--- src/rtl/execute_hazard_ctrl_if.sv ---
// Pipeline hazard control bundle: pipeline status in, per-stage stall/flush out.
// Optional perf counters appear when EXECUTE_HAZARD_CTRL_PERF_EN is defined.
interface execute_hazard_ctrl_if;
  logic       decode_valid_in;
  logic [8:0] decode_rs1_in;
  logic [8:0] decode_rs2_in;
  logic       decode_rs1_read_in;
  logic       decode_rs2_read_in;
  logic       execute_valid_in;
  logic       execute_mem_read_in;
  logic [8:0] execute_rd_in;
  logic       execute_rd_write_in;
  logic       mem_valid_in;
  logic       mem_fence_in;
  logic       mem_mispredict_in;
  logic       dbus_busy_in;
  logic       dbus_idle_in;
  logic       fetch_stall_out;
  logic       decode_stall_out;
  logic       execute_stall_out;
  logic       mem_stall_out;
  logic       fetch_flush_out;
  logic       decode_flush_out;
  logic       execute_flush_out;
  logic       mem_flush_out;
  logic       bus_timeout_out;
  logic [1:0] state_out;
`ifdef EXECUTE_HAZARD_CTRL_PERF_EN
  logic [63:0] stall_cycles_out;
  logic [63:0] flush_events_out;
`endif

  // Pipeline side: drives status, receives controls.
  modport master (
    output decode_valid_in, decode_rs1_in, decode_rs2_in,
    output decode_rs1_read_in, decode_rs2_read_in,
    output execute_valid_in, execute_mem_read_in, execute_rd_in, execute_rd_write_in,
    output mem_valid_in, mem_fence_in, mem_mispredict_in, dbus_busy_in, dbus_idle_in,
    input  fetch_stall_out, decode_stall_out, execute_stall_out, mem_stall_out,
    input  fetch_flush_out, decode_flush_out, execute_flush_out, mem_flush_out,
    input  bus_timeout_out, state_out
`ifdef EXECUTE_HAZARD_CTRL_PERF_EN
    , input stall_cycles_out, flush_events_out
`endif
  );

  // Controller side.
  modport slave (
    input  decode_valid_in, decode_rs1_in, decode_rs2_in,
    input  decode_rs1_read_in, decode_rs2_read_in,
    input  execute_valid_in, execute_mem_read_in, execute_rd_in, execute_rd_write_in,
    input  mem_valid_in, mem_fence_in, mem_mispredict_in, dbus_busy_in, dbus_idle_in,
    output fetch_stall_out, decode_stall_out, execute_stall_out, mem_stall_out,
    output fetch_flush_out, decode_flush_out, execute_flush_out, mem_flush_out,
    output bus_timeout_out, state_out
`ifdef EXECUTE_HAZARD_CTRL_PERF_EN
    , output stall_cycles_out, flush_events_out
`endif
  );
endinterface

--- src/rtl/execute_hazard_ctrl.sv ---
// Central stall/flush controller for the five-stage core (load-use, mispredict,
// bus wait with watchdog, fence drain). EXECUTE_HAZARD_CTRL_PERF_EN adds perf counters.
module execute_hazard_ctrl #(
  parameter int TIMEOUT = 16
) (
  input logic clk,
  input logic reset,
  execute_hazard_ctrl_if.slave bus
);
  typedef enum logic [1:0] {
    ST_RUN      = 2'd0,
    ST_MEM_WAIT = 2'd1,
    ST_FENCE    = 2'd2,
    ST_TIMEOUT  = 2'd3
  } state_t;

  localparam logic       TIMEOUT_EN  = (TIMEOUT != 0);
  localparam logic [7:0] TIMEOUT_CNT = TIMEOUT[7:0];

  // Stage vectors: bit 0 fetch, 1 decode, 2 execute, 3 memory.
  localparam logic [3:0] STAGES_ALL   = 4'b1111;
  localparam logic [3:0] STAGES_FRONT = 4'b0111;
  localparam logic [3:0] STAGES_FD    = 4'b0011;
  localparam logic [3:0] STAGE_EX     = 4'b0100;

  state_t     state_reg, state_next;
  logic [7:0] count_reg, count_next, count_inc;
  logic       timeout_reg;
  logic       load_use, mispredict, busy, fence;
  logic [3:0] stall_next, flush_next;
  logic [3:0] stall_gated, flush_gated;

  always_comb begin
    load_use = bus.decode_valid_in & bus.execute_valid_in & bus.execute_mem_read_in
             & bus.execute_rd_write_in & (|bus.execute_rd_in)
             & ((bus.decode_rs1_read_in & (bus.decode_rs1_in == bus.execute_rd_in))
              | (bus.decode_rs2_read_in & (bus.decode_rs2_in == bus.execute_rd_in)));
    mispredict = bus.mem_valid_in & bus.mem_mispredict_in;
    busy       = bus.mem_valid_in & bus.dbus_busy_in;
    fence      = bus.mem_valid_in & bus.mem_fence_in;
    count_inc  = (count_reg == 8'hFF) ? 8'hFF : count_reg + 8'd1;
  end

  always_comb begin
    state_next = state_reg;
    count_next = count_reg;
    stall_next = 4'b0000;
    flush_next = 4'b0000;
    case (state_reg)
      ST_RUN: begin
        if (mispredict) begin
          flush_next = STAGES_FRONT;
        end else if (busy) begin
          stall_next = STAGES_ALL;
          count_next = 8'd1;
          // A one-cycle budget is already spent by this entry cycle.
          state_next = (TIMEOUT_EN && TIMEOUT_CNT == 8'd1) ? ST_TIMEOUT : ST_MEM_WAIT;
        end else if (fence) begin
          stall_next = STAGES_ALL;
          state_next = ST_FENCE;
        end else if (load_use) begin
          stall_next = STAGES_FD;
          flush_next = STAGE_EX;
        end
      end
      ST_MEM_WAIT: begin
        if (busy) begin
          stall_next = STAGES_ALL;
          count_next = count_inc;
          if (TIMEOUT_EN && count_inc == TIMEOUT_CNT) begin
            state_next = ST_TIMEOUT;
          end
        end else begin
          count_next = 8'd0;
          state_next = ST_RUN;
          if (load_use) begin
            stall_next = STAGES_FD;
            flush_next = STAGE_EX;
          end
        end
      end
      ST_FENCE: begin
        if (!bus.dbus_idle_in) begin
          stall_next = STAGES_ALL;
        end else begin
          flush_next = STAGES_FRONT;
          state_next = ST_RUN;
        end
      end
      ST_TIMEOUT: begin
        flush_next = STAGES_ALL;
        count_next = 8'd0;
        state_next = ST_RUN;
      end
      default: begin
        state_next = ST_RUN;
      end
    endcase
  end

  always_ff @(posedge clk or posedge reset) begin
    if (reset) begin
      state_reg   <= ST_RUN;
      count_reg   <= 8'd0;
      timeout_reg <= 1'b0;
    end else begin
      state_reg   <= state_next;
      count_reg   <= count_next;
      timeout_reg <= (state_next == ST_TIMEOUT);
    end
  end

  // Controls are combinational, so they must be forced low while reset is held.
  for (genvar gi = 0; gi < 4; gi++) begin : g_gate
    assign stall_gated[gi] = stall_next[gi] & ~reset;
    assign flush_gated[gi] = flush_next[gi] & ~reset;
  end

  assign bus.fetch_stall_out   = stall_gated[0];
  assign bus.decode_stall_out  = stall_gated[1];
  assign bus.execute_stall_out = stall_gated[2];
  assign bus.mem_stall_out     = stall_gated[3];
  assign bus.fetch_flush_out   = flush_gated[0];
  assign bus.decode_flush_out  = flush_gated[1];
  assign bus.execute_flush_out = flush_gated[2];
  assign bus.mem_flush_out     = flush_gated[3];
  assign bus.bus_timeout_out   = timeout_reg;
  assign bus.state_out         = state_reg;

`ifdef EXECUTE_HAZARD_CTRL_PERF_EN
  logic [63:0] stall_cycles_reg, flush_events_reg;

  always_ff @(posedge clk or posedge reset) begin
    if (reset) begin
      stall_cycles_reg <= 64'd0;
      flush_events_reg <= 64'd0;
    end else begin
      if (|stall_gated) stall_cycles_reg <= stall_cycles_reg + 64'd1;
      if (|flush_gated) flush_events_reg <= flush_events_reg + 64'd1;
    end
  end

  assign bus.stall_cycles_out = stall_cycles_reg;
  assign bus.flush_events_out = flush_events_reg;
`endif
endmodule

--- src/flat_wrapper.sv ---
// flat-port wrapper written by rule: the top's interface ports become plain ports
module execute_hazard_ctrl_flat 
#(
  parameter int TIMEOUT = 16
)
  (clk, reset, bus_decode_valid_in, bus_decode_rs1_in, bus_decode_rs2_in, bus_decode_rs1_read_in, bus_decode_rs2_read_in, bus_execute_valid_in, bus_execute_mem_read_in, bus_execute_rd_in, bus_execute_rd_write_in, bus_mem_valid_in, bus_mem_fence_in, bus_mem_mispredict_in, bus_dbus_busy_in, bus_dbus_idle_in, bus_fetch_stall_out, bus_decode_stall_out, bus_execute_stall_out, bus_mem_stall_out, bus_fetch_flush_out, bus_decode_flush_out, bus_execute_flush_out, bus_mem_flush_out, bus_bus_timeout_out, bus_state_out);
  execute_hazard_ctrl_if bus_i ();
  input logic clk;
  input logic reset;
  input wire logic [$bits(bus_i.decode_valid_in)-1:0] bus_decode_valid_in;
  input wire logic [$bits(bus_i.decode_rs1_in)-1:0] bus_decode_rs1_in;
  input wire logic [$bits(bus_i.decode_rs2_in)-1:0] bus_decode_rs2_in;
  input wire logic [$bits(bus_i.decode_rs1_read_in)-1:0] bus_decode_rs1_read_in;
  input wire logic [$bits(bus_i.decode_rs2_read_in)-1:0] bus_decode_rs2_read_in;
  input wire logic [$bits(bus_i.execute_valid_in)-1:0] bus_execute_valid_in;
  input wire logic [$bits(bus_i.execute_mem_read_in)-1:0] bus_execute_mem_read_in;
  input wire logic [$bits(bus_i.execute_rd_in)-1:0] bus_execute_rd_in;
  input wire logic [$bits(bus_i.execute_rd_write_in)-1:0] bus_execute_rd_write_in;
  input wire logic [$bits(bus_i.mem_valid_in)-1:0] bus_mem_valid_in;
  input wire logic [$bits(bus_i.mem_fence_in)-1:0] bus_mem_fence_in;
  input wire logic [$bits(bus_i.mem_mispredict_in)-1:0] bus_mem_mispredict_in;
  input wire logic [$bits(bus_i.dbus_busy_in)-1:0] bus_dbus_busy_in;
  input wire logic [$bits(bus_i.dbus_idle_in)-1:0] bus_dbus_idle_in;
  output wire logic [$bits(bus_i.fetch_stall_out)-1:0] bus_fetch_stall_out;
  output wire logic [$bits(bus_i.decode_stall_out)-1:0] bus_decode_stall_out;
  output wire logic [$bits(bus_i.execute_stall_out)-1:0] bus_execute_stall_out;
  output wire logic [$bits(bus_i.mem_stall_out)-1:0] bus_mem_stall_out;
  output wire logic [$bits(bus_i.fetch_flush_out)-1:0] bus_fetch_flush_out;
  output wire logic [$bits(bus_i.decode_flush_out)-1:0] bus_decode_flush_out;
  output wire logic [$bits(bus_i.execute_flush_out)-1:0] bus_execute_flush_out;
  output wire logic [$bits(bus_i.mem_flush_out)-1:0] bus_mem_flush_out;
  output wire logic [$bits(bus_i.bus_timeout_out)-1:0] bus_bus_timeout_out;
  output wire logic [$bits(bus_i.state_out)-1:0] bus_state_out;
  assign bus_i.decode_valid_in = bus_decode_valid_in;
  assign bus_i.decode_rs1_in = bus_decode_rs1_in;
  assign bus_i.decode_rs2_in = bus_decode_rs2_in;
  assign bus_i.decode_rs1_read_in = bus_decode_rs1_read_in;
  assign bus_i.decode_rs2_read_in = bus_decode_rs2_read_in;
  assign bus_i.execute_valid_in = bus_execute_valid_in;
  assign bus_i.execute_mem_read_in = bus_execute_mem_read_in;
  assign bus_i.execute_rd_in = bus_execute_rd_in;
  assign bus_i.execute_rd_write_in = bus_execute_rd_write_in;
  assign bus_i.mem_valid_in = bus_mem_valid_in;
  assign bus_i.mem_fence_in = bus_mem_fence_in;
  assign bus_i.mem_mispredict_in = bus_mem_mispredict_in;
  assign bus_i.dbus_busy_in = bus_dbus_busy_in;
  assign bus_i.dbus_idle_in = bus_dbus_idle_in;
  assign bus_fetch_stall_out = bus_i.fetch_stall_out;
  assign bus_decode_stall_out = bus_i.decode_stall_out;
  assign bus_execute_stall_out = bus_i.execute_stall_out;
  assign bus_mem_stall_out = bus_i.mem_stall_out;
  assign bus_fetch_flush_out = bus_i.fetch_flush_out;
  assign bus_decode_flush_out = bus_i.decode_flush_out;
  assign bus_execute_flush_out = bus_i.execute_flush_out;
  assign bus_mem_flush_out = bus_i.mem_flush_out;
  assign bus_bus_timeout_out = bus_i.bus_timeout_out;
  assign bus_state_out = bus_i.state_out;
  execute_hazard_ctrl #(.TIMEOUT(TIMEOUT)) u_core (.clk(clk), .reset(reset), .bus(bus_i));
endmodule
--- config.mk ---
export PLATFORM = sky130hd
export DESIGN_NAME = execute_hazard_ctrl_flat
export DESIGN_NICKNAME = d
export VERILOG_FILES = /design/src/rtl/execute_hazard_ctrl_if.sv /design/src/rtl/execute_hazard_ctrl.sv /design/src/flat_wrapper.sv
export SDC_FILE = /design/constraint.sdc
export NUM_CORES = 1
export LEC_CHECK = 0
export CORE_ASPECT_RATIO = 0.75
export CORE_UTILIZATION = 35
export DETAILED_ROUTE_END_ITERATION = 10
export PLACE_DENSITY = 0.74
export SYNTH_ARGS = -nofsm -noshare
export SYNTH_HDL_FRONTEND = slang
export SYNTH_SLANG_ARGS = --single-unit
--- constraint.sdc ---
create_clock -name clk -period 1.62 [get_ports clk]
set_input_delay 0.243 -clock clk [delete_from_list [all_inputs] [get_ports clk]]
set_output_delay 0.243 -clock clk [all_outputs]
set_load 0.05 [all_outputs]
==> Word-level counts from Yosys, hierarchy flattened <==
Cells that the tools add are included.
{ "word_totals": {"wordCells": 64, "output_inout_bits": 11, "register_bits": 11, "input_bits": 40} }
{ "op_classes": {"reduce_logical": 4, "eq_ne": 10, "add_sub_neg": 1, "bitwise": 20, "mux": 26} }
{ "ops": {"columns": ["op", "count"], "rows": [
  ["$mux 4", 8],
  ["$mux 8", 4],
  ["$pmux 8 s3", 1],
  ["$and 1x1->1", 18],
  ["$eq 9x9->1", 2],
  ["$pmux 4 s4", 1],
  ["$mux 2", 7],
  ["$pmux 4 s3", 1],
  ["$mux 3", 3],
  ["$reduce_or 9->1", 1],
  ["$add 8x1->8 const B", 1],
  ["$eq 8x5->1 const B", 1],
  ["$eq 8x8->1 const B", 1],
  ["$pmux 2 s4", 1],
  ["$eq 2x2->1 const B", 3],
  ["$reduce_and 3->1", 1],
  ["$reduce_bool 3->1", 1],
  ["$eq 2x1->1 const B", 1],
  ["$logic_not 2->1", 1],
  ["$ne 2x1->1 const B", 1],
  ["$ne 2x2->1 const B", 1],
  ["$not 1->1", 1],
  ["$or 1x1->1", 1]
]} }

==> Logic depth before layout (Yosys ltp) <==
Gate-level depths: netlist (run 1).
{ "depth": {"word_depth": 11, "ltp_mapped": 7, "depth_no_buf": 6} }

==> Least setup slack after synthesis (run 1) <==
Ideal clock, no wire load.
{ "synth_timing": {"path_kind": "reg-to-output", "startpoint": "register u_core.state_reg[0] (netlist: u_core.bus.state_out[0])", "endpoint": "output port bus_fetch_stall_out", "t_required_ns": 1.377, "path_buffers": 1, "arrival_ns": 3.003, "slack_ns": -1.626, "path_stages_with_launch": 6, "path_cell_list": "dfrtp_1 nor2b_1 or3b_1 a21boi_1 o21bai_1 buf_4"} }
{ "synth_via": {"elab_chain_cells": 3, "elab_cells_between_ends": 5, "cone_classes": "eq/ne: 2; mux: 1; bitwise: 1; reduce/logical: 1"} }
{ "synth_lines": {"columns": ["element", "line", "rtl"], "rows": [
  ["start: declaration", "execute_hazard_ctrl.sv:26", "state_t state_reg, state_next;"],
  ["start signal: assignment", "execute_hazard_ctrl.sv:107", "state_reg <= state_next;"],
  ["$eq 2x2->1, or another cell as far along", "execute_hazard_ctrl.sv:49", "case (state_reg)"],
  ["$pmux 4 s3 *", "execute_hazard_ctrl.sv:49", null],
  ["$and 1x1->1 *", "execute_hazard_ctrl.sv:115", "assign stall_gated[gi] = stall_next[gi] & ~reset;"],
  ["end: declaration", "flat_wrapper.sv:24", "output wire logic [$bits(bus_i.fetch_stall_out)-1:0] bus_fetch_stall_out;"]
]} }
Every way passes the cells marked *; elsewhere a longest branch is shown, timed or not.

==> Worst setup path after layout (run 1) <==
{ "layout_timing": {"startpoint": "register u_core.state_reg[1] (netlist: u_core.bus.state_out[1])", "endpoint": "output port bus_fetch_stall_out"} }
The elaborated chain is that of the path after synthesis.

==> results.md, run 1 <==
- Critical Path RT: 1380 ps
- Clock root buffer: clkbuf_8
- Main flop type after synthesis: dfrtp_1
- Max cap viols: 0
- Layout filler cell count: ~190
- Slowest stage cell, crit path: dfrtp_2
- Clk slew on worst S/H paths: 50 ps
- R2R Setup Slk: 80 ps
- Area grow syn2layout: 104%
- CTS tree: yes
- Die ar.: approximately 3000 um^2
- Failing checks: negative setup slack
- Synth top area cells: dfrtp_1 28%, xnor2_1 11%, xor2_1 7.1%
- EDFF count, synth: 0
- RR Endpoint: u_core.bus.state_out[1]
- Fin worst setup slack: -320 ps
- Routed wire length on met3: 128 um
- DPL Wire Length: 2840 um
- Top-count cell post-synth: xnor2_1
- Core area: 2640 um^2
- Htree depth: 1
- Buf/Inv on CP: 1
- Worst-path fanout max: 2
- First-pass GRT wire length: slightly below 6000 um
- Unique cell type count in the Yosys netlist: 37
- FF-to-FF path depth: 7
- Yosys top cell by area: dfrtp_1
- Crit path largest cell delay: 430 ps
- Drt via density: 5.41
- Max reg flops: 8
- Max rail drop VDD: 0.000526 V
- Top cells by count, synth: 12 x xnor2_1, 11 x dfrtp_1, 9 x a21oi_1, 9 x nand3_1, 8 x xor2_1
- Synth Register Bits: 11
- IO Count: 51
- Async set-reset flop share out of synthesis: 100%
- Synth Instances: 120
- Avg Inst Size Synth: roughly 8 um^2
- Layout cell share with drive strength beyond 1: 41.0%
- Warnings from Yosys: 0
- Pin count of the biggest net entering global routing: 12
- CP startpoint kind: flop
- Chip height: 47.9 um
- Fin crit period: 1940 ps
- CTS sink cnt: 11
- # diodes: 0
- Slew Viols, Final: 0
- Tcrit/Tclk final: 120%
- Final #Nets: 242
- RSZ-0062 raised after global routing: yes
- Hold buffer count at CTS: 0
- Met2 Routed Length: 2120 um
- Met1 Wirelength: 1630 um
- RR Startpoint: u_core.count_reg[0]
- Worst-skew pair later-pin latency: 240 ps
- Sequential area share after synthesis: between 20% and 30%
- DR DRC count: 0
- Leakage power: between 0.8 and 0.9 nW
- GP Congestion: 0.918
- Pre-CTS WS: -602 ps
- Tot GR Track Use: between 20% and 30%
- Mapped cell area: 981 um^2
- Initial antenna violation count: 0
- Critical Path End Type: primary output
- Arrival @ worst endpoint: between 1500 and 2000 ps
- Pwr Density: 518 nW/um^2
- HP Class: in2async
- CP Cell Sequence: nor2b_4 -> or3b_4 -> a21boi_4 -> o21bai_4 -> buf_12
- Rows: 16
- Syn_nets: 161
- Port-buffer cells: 50
- Slew margin rel.: 79.1%
- Fmax: 0.516 GHz
- GRT Residual Overflow: 0
- Clock skew: between 4 and 5 ps
- DRT iter0 DRCs: 68
- TritonRoute pass-1 iters: 4
- Hold WS: approximately 510 ps
- WL/cell: 16.7 um
- Post-Route WL: 3940 um
- CP delay by family, top: simple AND/OR/NAND/NOR gates
- Antenna Violating Nets Remaining: 0
- Slew @ Worst Pin: 311 ps
- Run status: finished with violations
- Initial Util: between 30% and 40%
- Bufs on Longest Clock Path: 2
- Finish-stage setup viols: 7
- Vias in the first global route: 1225
- Total CTS buffers: 3
- Uppermost layer routed: met4
- Vias: 1277
- Die extent in x: 63.1 um
- Setup TNS: -1680 ps
- Crit Path Category: reg2out
- Synth top area share: 28.1%
- Endpoints failing hold: 0
worst min-delay path: stages:
cell	delay [ps]
clkdlybuf4s50_1	430
buf_4	170
inv_1	70
buf_4	200
what timing repair did:
action,4_1_cts,5_1_grt
pin swaps,23,9
setup buffers,8,2
hold endpoints to repair,0,0
endpoints found under the setup margin,7,17
gates resized for setup,61,20
stage by stage:
stage | total power [mW] | util, % | instances | cell area [um^2]
CTS | 1.02 | 75.1 | 239 | 1980
floorplan | 0.481 | - | 120 | 1040
finish | 1.04 | 75.9 | 236 | 2000
detailed placement | 0.718 | 68.4 | 227 | 1810
global route | 1.09 | 75.9 | 236 | 2000
global placement | 0.707 | 68.4 | 227 | 1810
routing by layer:
| metal | track usage [%] | up-vias |
|---|---|---|
| met2 | 54.0 | 34 |
| met4 | 9.77 | 0 |
| met3 | 4.52 | 8 |
| met1 | 29.0 | 637 |
| met5 | 0 | - |
| li1 | - | 598 |
final cells by class:
cell class / count / area (um^2) / share of cell area (%)
clock buffers: 4 / 45.0 / 2.25
inverters: 4 / 15.0 / 0.749
multi-input cells: 100 / 836 / 41.7
flip-flops and latches: 11 / 278 / 13.9
well taps: 36 / 45.0 / 2.25
repair buffers: 81 / 786 / 39.2
cell families after synthesis:
logic type	synth area share (%)
AND/OR/NAND/NOR	26.3
AO/OA/AOI/OAI	20.8
XOR/XNOR	17.9
flip-flops	28.1
buffers and inverters	5.74
adder cells (fa/ha/maj)	1.28
cells in the final DEF (no fill, tap or decap), types with 3 or more instances in the layout:
cell type / count
a21oi_1: 7
a22o_1: 3
a31oi_1: 3
and3_1: 3
buf_12: 8
buf_4: 28
buf_6: 6
clkbuf_2: 3
clkbuf_8: 3
clkdlybuf4s15_1: 5
clkdlybuf4s50_1: 10
dfrtp_1: 9
dlygate4sd2_1: 19
inv_1: 3
nand2_1: 6
nand3_1: 6
nand4_1: 3
nor2_1: 5
nor4_2: 3
o21ai_0: 3
o21ai_1: 3
xnor2_1: 12
xor2_1: 7
worst max path at each step:
stage	start	end	slack, ps	depth (start not counted)
3_3_place_gp	bus_execute_rd_in[6]	bus_fetch_stall_out	-510	7
4_1_cts	u_core.bus.state_out[0]	bus_fetch_stall_out	-350	6
6_report	u_core.bus.state_out[1]	bus_fetch_stall_out	-320	5
2_1_floorplan	u_core.bus.state_out[1]	bus_fetch_stall_out	-630	5
5_1_grt	u_core.bus.state_out[1]	bus_fetch_stall_out	-360	5
3_5_place_dp	bus_execute_rd_in[3]	bus_fetch_stall_out	-600	7
where the power goes:
| group | total (mW) | internal [mW] | switching [mW] |
|---|---|---|---|
| Sequential | 0.295 | 0.286 | 0.00877 |
| Combinational | 0.458 | 0.241 | 0.216 |
| Clock | 0.286 | 0.174 | 0.113 |
| Total | 1.04 | 0.701 | 0.338 |
No activity file was read; power rests on OpenSTA's default activity.
==> run 2: changes to the inputs <==
--- a/config.mk
+++ b/config.mk
@@ -5,10 +5,10 @@
 export SDC_FILE = /design/constraint.sdc
 export NUM_CORES = 1
 export LEC_CHECK = 0
-export CORE_ASPECT_RATIO = 0.75
 export CORE_UTILIZATION = 35
 export DETAILED_ROUTE_END_ITERATION = 10
 export PLACE_DENSITY = 0.74
 export SYNTH_ARGS = -nofsm -noshare
 export SYNTH_HDL_FRONTEND = slang
 export SYNTH_SLANG_ARGS = --single-unit
+export TNS_END_PERCENT = 100
==> results.md, run 2 (synthesized netlist as in run 1, its figures left out) <==
- Run status: finished with violations
- Failing checks: negative setup slack
- Vias: 1241 (-2.8%)
- Fin worst setup slack: -349 ps (-29.3 ps)
- Placed Area: 1790 um^2 (-0.83%)
- Bufs on Longest Clock Path: 2 (unchanged)
- Tot GR Track Use: 25.1% (-1.4 points)
- Slew Viols, Final: 0 (unchanged)
- TritonRoute pass-1 iters: 4 (unchanged)
- Port-buffer cells: 50 (unchanged)
- Final cell count without fillers: 229 (-3.0%)
- Met2 Usage GRT: 46.8% (-7.2 points)
- Final #Nets: 241 (-0.41%)
- IO Count: 51 (unchanged)
- Crit path largest cell delay: 440 ps (about the same)
- Most Crowded Layer GR: met2
- Clock skew: 1.21 ps (-2.91 ps)
- Drt via density: 5.42 (+0.15%)
- DPL Wire Length: 2900 um (+1.8%)
- Area grow syn2layout: 96.6%
- Total CTS buffers: 3 (unchanged)
- RSZ-0062 raised after global routing: yes
- Hold buffer count at CTS: 0 (unchanged)
- DR DRC count: 0 (unchanged)
- Arrival @ worst endpoint: 1730 ps (+30 ps)
- Pin count of the biggest net entering global routing: 12 (unchanged)
- Layout filler cell count: 171 (-8.1%)
- Fin crit period: 1970 ps (+29.3 ps)
- Slew @ Worst Pin: 326 ps (+14.9 ps)
- Layout cell share with drive strength beyond 1: 35.2% (-5.8 points)
- CTS sink cnt: 11 (unchanged)
- Worst-path fanout max: 3 (+1)
- Post-Route WL: 3710 um (-5.9%)
- Most common cell after layout, fill and taps aside: buf_4
- Max cap viols: 0 (unchanged)
- Initial antenna violation count: 0 (unchanged)
- Slew margin rel.: 78.3% (-0.80 points)
- Most frequent cells in the layout: 32 x buf_4, 19 x clkdlybuf4s50_1, 19 x dlygate4sd2_1
- WL/cell: 16.2 um (-3.0%)
- Max reg flops: 8 (unchanged)
- Clk slew on worst S/H paths: 70 ps (+20 ps)
- Core area: 2570 um^2 (-2.8%)
- Initial Util: 38.2% (+1.1 points)
- # diodes: 0 (unchanged)
- Met3 Usage GRT: 8.20% (+3.7 points)
- Crit Path Category: reg2out
- Vias in the first global route: 1225 (unchanged)
- Final Cell Area: 1930 um^2 (-3.8%)
- Die extent in x: 54.9 um (-13%)
- DRT iter0 DRCs: 24 (-65%)
- CP Cell Sequence: inv_2 -> a21oi_2 -> or3b_4 -> a21boi_4 -> o21bai_4 -> buf_12
- DP Cell Count: 220 (-3.1%)
- CP startpoint kind: flop
- Met1 Use GR: 25.6% (-3.4 points)
- Htree depth: 1 (unchanged)
- Max rail drop VDD: 0.000548 V (+4.2%)
- Worst-skew pair later-pin latency: 280 ps (+40 ps)
- First-pass GRT wire length: 5200 um (-11%)
- Slowest stage cell, crit path: dfrtp_2
- Fmax: 0.508 GHz (-1.5%)
- Endpoints failing hold: 0 (unchanged)
- Tcrit/Tclk final: 122% (+1.8 points)
- Clock root buffer: clkbuf_4
- Pwr Density: 489 nW/um^2 (-5.7%)
- Critical Path End Type: primary output
- Finish-stage setup viols: 7 (unchanged)
- Critical Path RT: 1380 ps (about the same)
- Rows: 18 (+2)
- Chip height: 54.9 um (+15%)
- GP Congestion: 0.900 (-1.9%)
- Leakage power: 0.822 nW (-2.8%)
- CTS tree: yes
- Antenna Violating Nets Remaining: 0 (unchanged)
- R2R Setup Slk: 70 ps (about the same)
- GRT Residual Overflow: 0 (unchanged)
- HP Class: in2async
- Die ar.: 3020 um^2 (about the same)
-- run 2: per-layer routing --
metal	vias up	part of all wire, %
met4	0	2.0
met5	-	0
met2	73	49
met3	9	13
met1	566	36
li1	593	-
-- run 2: timing repair --
action	4_1_cts	5_1_grt
pin swaps	10	3
resized for setup	34	6
setup endpoints to repair	8	14
buffers inserted	3	2
-- run 2: power by group --
group / internal, mW / leakage (nW) / switching, mW / total, mW
registers: 0.285 / 0.147 / 0.00860 / 0.294
clock network: 0.0958 / 0.0150 / 0.104 / 0.200
logic: 0.247 / 0.659 / 0.202 / 0.449
-- run 2: metrics by stage --
step | power (mW) | utilization, % | hold slack, ps | setup TNS (ps) | worst slack (ps)
6_report | 0.943 | 75.1 | 432 | -1860 | -349
5_1_grt | 0.990 | 75.1 | 460 | -2260 | -390
4_1_cts | 0.937 | 73.7 | 433 | -1870 | -350
3_5_place_dp | 0.721 | 69.8 | 524 | -4070 | -605
3_3_place_gp | 0.708 | 69.8 | 518 | -3510 | -515
2_1_floorplan | 0.481 | - | 101 | -2090 | -630
-- run 2: final cells by class --
| class | count | area [um^2] | area share, % |
|---|---|---|---|
| clock buffer | 4 | 26.3 | 1.36 |
| tap | 30 | 37.5 | 1.95 |
| multi-input combinational | 100 | 793 | 41.1 |
| sequential | 11 | 278 | 14.4 |
| timing repair buffer | 80 | 778 | 40.4 |
| inverter | 4 | 15.0 | 0.779 |
-- run 2: path summary, 6_finish.rpt --
kind	start	to	cells past startpoint
max in group asynchronous	reset	u_core.bus.state_out[1]	4
worst min register to register	u_core.count_reg[6]	u_core.count_reg[6]	1
worst min-delay path	reset	u_core.count_reg[5]	4
min in group clk	u_core.count_reg[6]	u_core.count_reg[6]	1
worst max-delay path	u_core.bus.state_out[0]	bus_fetch_stall_out	6
worst max register to register	u_core.bus.state_out[1]	u_core.count_reg[5]	7
-- run 2: worst max-delay path, delay by kind of cell, from the launching register on --
family	cells	cell delay, ps
simple gates	1	400
compound gates	3	370
flops	1	440
buf+inv	2	240
==> run 3: changes to the inputs <==
--- a/config.mk
+++ b/config.mk
@@ -7,7 +7,7 @@
 export LEC_CHECK = 0
 export CORE_UTILIZATION = 35
 export DETAILED_ROUTE_END_ITERATION = 10
-export PLACE_DENSITY = 0.74
+export PLACE_DENSITY = 0.75
 export SYNTH_ARGS = -nofsm -noshare
 export SYNTH_HDL_FRONTEND = slang
 export SYNTH_SLANG_ARGS = --single-unit
==> results.md, run 3 (synthesized netlist as in run 1, its figures left out) <==
- Run status: finished with violations
- Failing checks: negative setup slack
- Layout filler cell count: 146 (-15%)
- Endpoints failing hold: 0 (unchanged)
- CP startpoint kind: flop
- Slew margin rel.: 70.7% (-7.6 points)
- Hold WS: 462 ps (+29.4 ps)
- Max rail drop VDD: 0.000734 V (+34%)
- First-pass GRT wire length: 5220 um (+0.27%)
- Setup TNS: -1820 ps (+33.2 ps)
- Clock root buffer: clkbuf_4
- RSZ-0062 raised after global routing: yes
- Final #Nets: 245 (+1.7%)
- Port-buffer cells: 50 (unchanged)
- WL/cell: 18.2 um (+12%)
- Most common cell after layout, fill and taps aside: buf_4
- Initial antenna violation count: 0 (unchanged)
- Final cell count without fillers: 233 (+1.7%)
- CP Cell Sequence: inv_2 -> a21oi_2 -> or3b_4 -> a21boi_4 -> o21bai_4 -> buf_12
- Vias: 1331 (+7.3%)
- DRT iter0 DRCs: 24 (unchanged)
- Fin worst setup slack: -353 ps (-3.72 ps)
- Slew Viols, Final: 0 (unchanged)
- Worst-skew pair later-pin latency: 280 ps (about the same)
- Core area: 2570 um^2 (unchanged)
- Layout cell share with drive strength beyond 1: 45.8% (+11 points)
- Buf/Inv on CP: 2 (unchanged)
- # diodes: 0 (unchanged)
- Die extent in x: 54.9 um (unchanged)
- Tcrit/Tclk final: 122% (+0.23 points)
- Worst-path fanout max: 4 (+1)
- Fmax: 0.507 GHz (-0.19%)
- Bufs on Longest Clock Path: 2 (unchanged)
- Pwr Density: 478 nW/um^2 (-2.3%)
- Crit path largest cell delay: 460 ps (+20 ps)
- Arrival @ worst endpoint: 1730 ps (about the same)
- Area grow syn2layout: 117%
- Critical Path End Type: primary output
- Final Cell Area: 2120 um^2 (+10%)
- DP Cell Count: 220 (unchanged)
- R2R Setup Slk: 50 ps (-20 ps)
- Htree depth: 1 (unchanged)
- Pin count of the biggest net entering global routing: 12 (unchanged)
- CTS sink cnt: 11 (unchanged)
- DR DRC count: 0 (unchanged)
- Vias in the first global route: 1206 (-1.6%)
- TritonRoute pass-1 iters: 4 (unchanged)
- DPL Wire Length: 2710 um (-6.3%)
- Total CTS buffers: 3 (unchanged)
- HP Class: in2async
- CTS tree: yes
- Fin crit period: 1970 ps (+3.72 ps)
- IO Count: 51 (unchanged)
- CP delay by family, top: flip-flops
- Tot GR Track Use: 24.5% (-0.54 points)
- Drt via density: 5.71 (+5.4%)
- Total power: 1.01 mW (+7.7%)
- WP depth: 6 (unchanged)
- Chip height: 54.9 um (unchanged)
- Antenna Violating Nets Remaining: 0 (unchanged)
- Post-Route WL: 4250 um (+14%)
- FF-to-FF path depth: 6 (-1)
- Placed Area: 1790 um^2 (unchanged)
- Leakage power: 0.986 nW (+20%)
- Slew @ Worst Pin: 435 ps (+110 ps)
- Initial Util: 38.2% (unchanged)
- GP Congestion: 0.838 (-6.9%)
- Die ar.: 3020 um^2 (unchanged)
- Clock skew: 9.47 ps (+8.26 ps)
- Most frequent cells in the layout: 31 x buf_4, 12 x dlymetal6s2s_1, 11 x clkdlybuf4s50_1
- GRT Residual Overflow: 0 (unchanged)
- Hold buffer count at CTS: 0 (unchanged)
- Finish-stage setup viols: 7 (unchanged)
- Crit Path Category: reg2out
- Rows: 18 (unchanged)
- Critical Path RT: 1380 ps (about the same)
- Slowest stage cell, crit path: dfrtp_2
- Max cap viols: 0 (unchanged)
- Clk slew on worst S/H paths: 80 ps (about the same)
- Max reg flops: 8 (unchanged)
## run 3: cell types whose count changed in the layout (fill, tap and decap cells not counted), moves of 4 or more
cell             delta
dlymetal6s2s_1     +12
buf_6               +5
clkdlybuf4s50_1     -8
dlygate4sd2_1      -12
clkdlybuf4s15_1     +4
xnor2_1             -6
xnor2_2             +6
clkbuf_2            +4
## run 3: timing repair
item                       CTS  global route
gates resized for setup     26            59
gates cloned                 0             0
pin swaps                   10            29
setup buffers                2             8
setup endpoints to repair    9            12
## run 3: path summary, 6_finish.rpt
| path | startpoint | end |
|---|---|---|
| worst max-delay path | u_core.bus.state_out[0] | bus_decode_stall_out |
| worst max register to register | u_core.count_reg[1] | u_core.bus.state_out[1] |
| min in group clk | bus_mem_mispredict_in | u_core.count_reg[3] |
| worst min-delay path | reset | u_core.count_reg[2] |
| worst min register to register | u_core.count_reg[2] | u_core.count_reg[2] |
| max in group asynchronous | reset | u_core.bus.state_out[0] |
## run 3: per-layer routing
metal / global-route usage, % / share of wire (%)
met2: 44.6 / 49
met3: 6.28 / 11
met4: 6.67 / 3.2
met5: 0 / 0
met1: 28.2 / 36
## run 3: area by class of cell
class	count	area [um^2]	share of cell area [%]
clock buffer	4	26.3	1.24
inverter	4	15.0	0.707
multi-input combinational	100	915	43.1
sequential	11	279	13.1
tap	30	37.5	1.77
timing repair buffer	84	852	40.1
## run 3: worst register-to-register path, delay by kind of cell (launching register included)
kind	cells	cell delay [ps]
XOR/XNOR	1	120
AO/OA/AOI/OAI	1	140
flip-flops	1	420
AND/OR/NAND/NOR	3	690
buffers and inverters	1	130
## run 3: where the power goes
group	total, mW	internal, mW	leakage, nW	switching [mW]
registers	0.300	0.285	0.146	0.0146
clock network	0.196	0.0956	0.0150	0.100
logic	0.519	0.286	0.825	0.233
## run 3: through the flow
step	util [%]	setup slack, ps
final	82.7	-353
after CTS	72.8	-358
after global placement	69.8	-540
after detailed placement	69.8	-575
after global routing	82.7	-397
after floorplan	-	-630
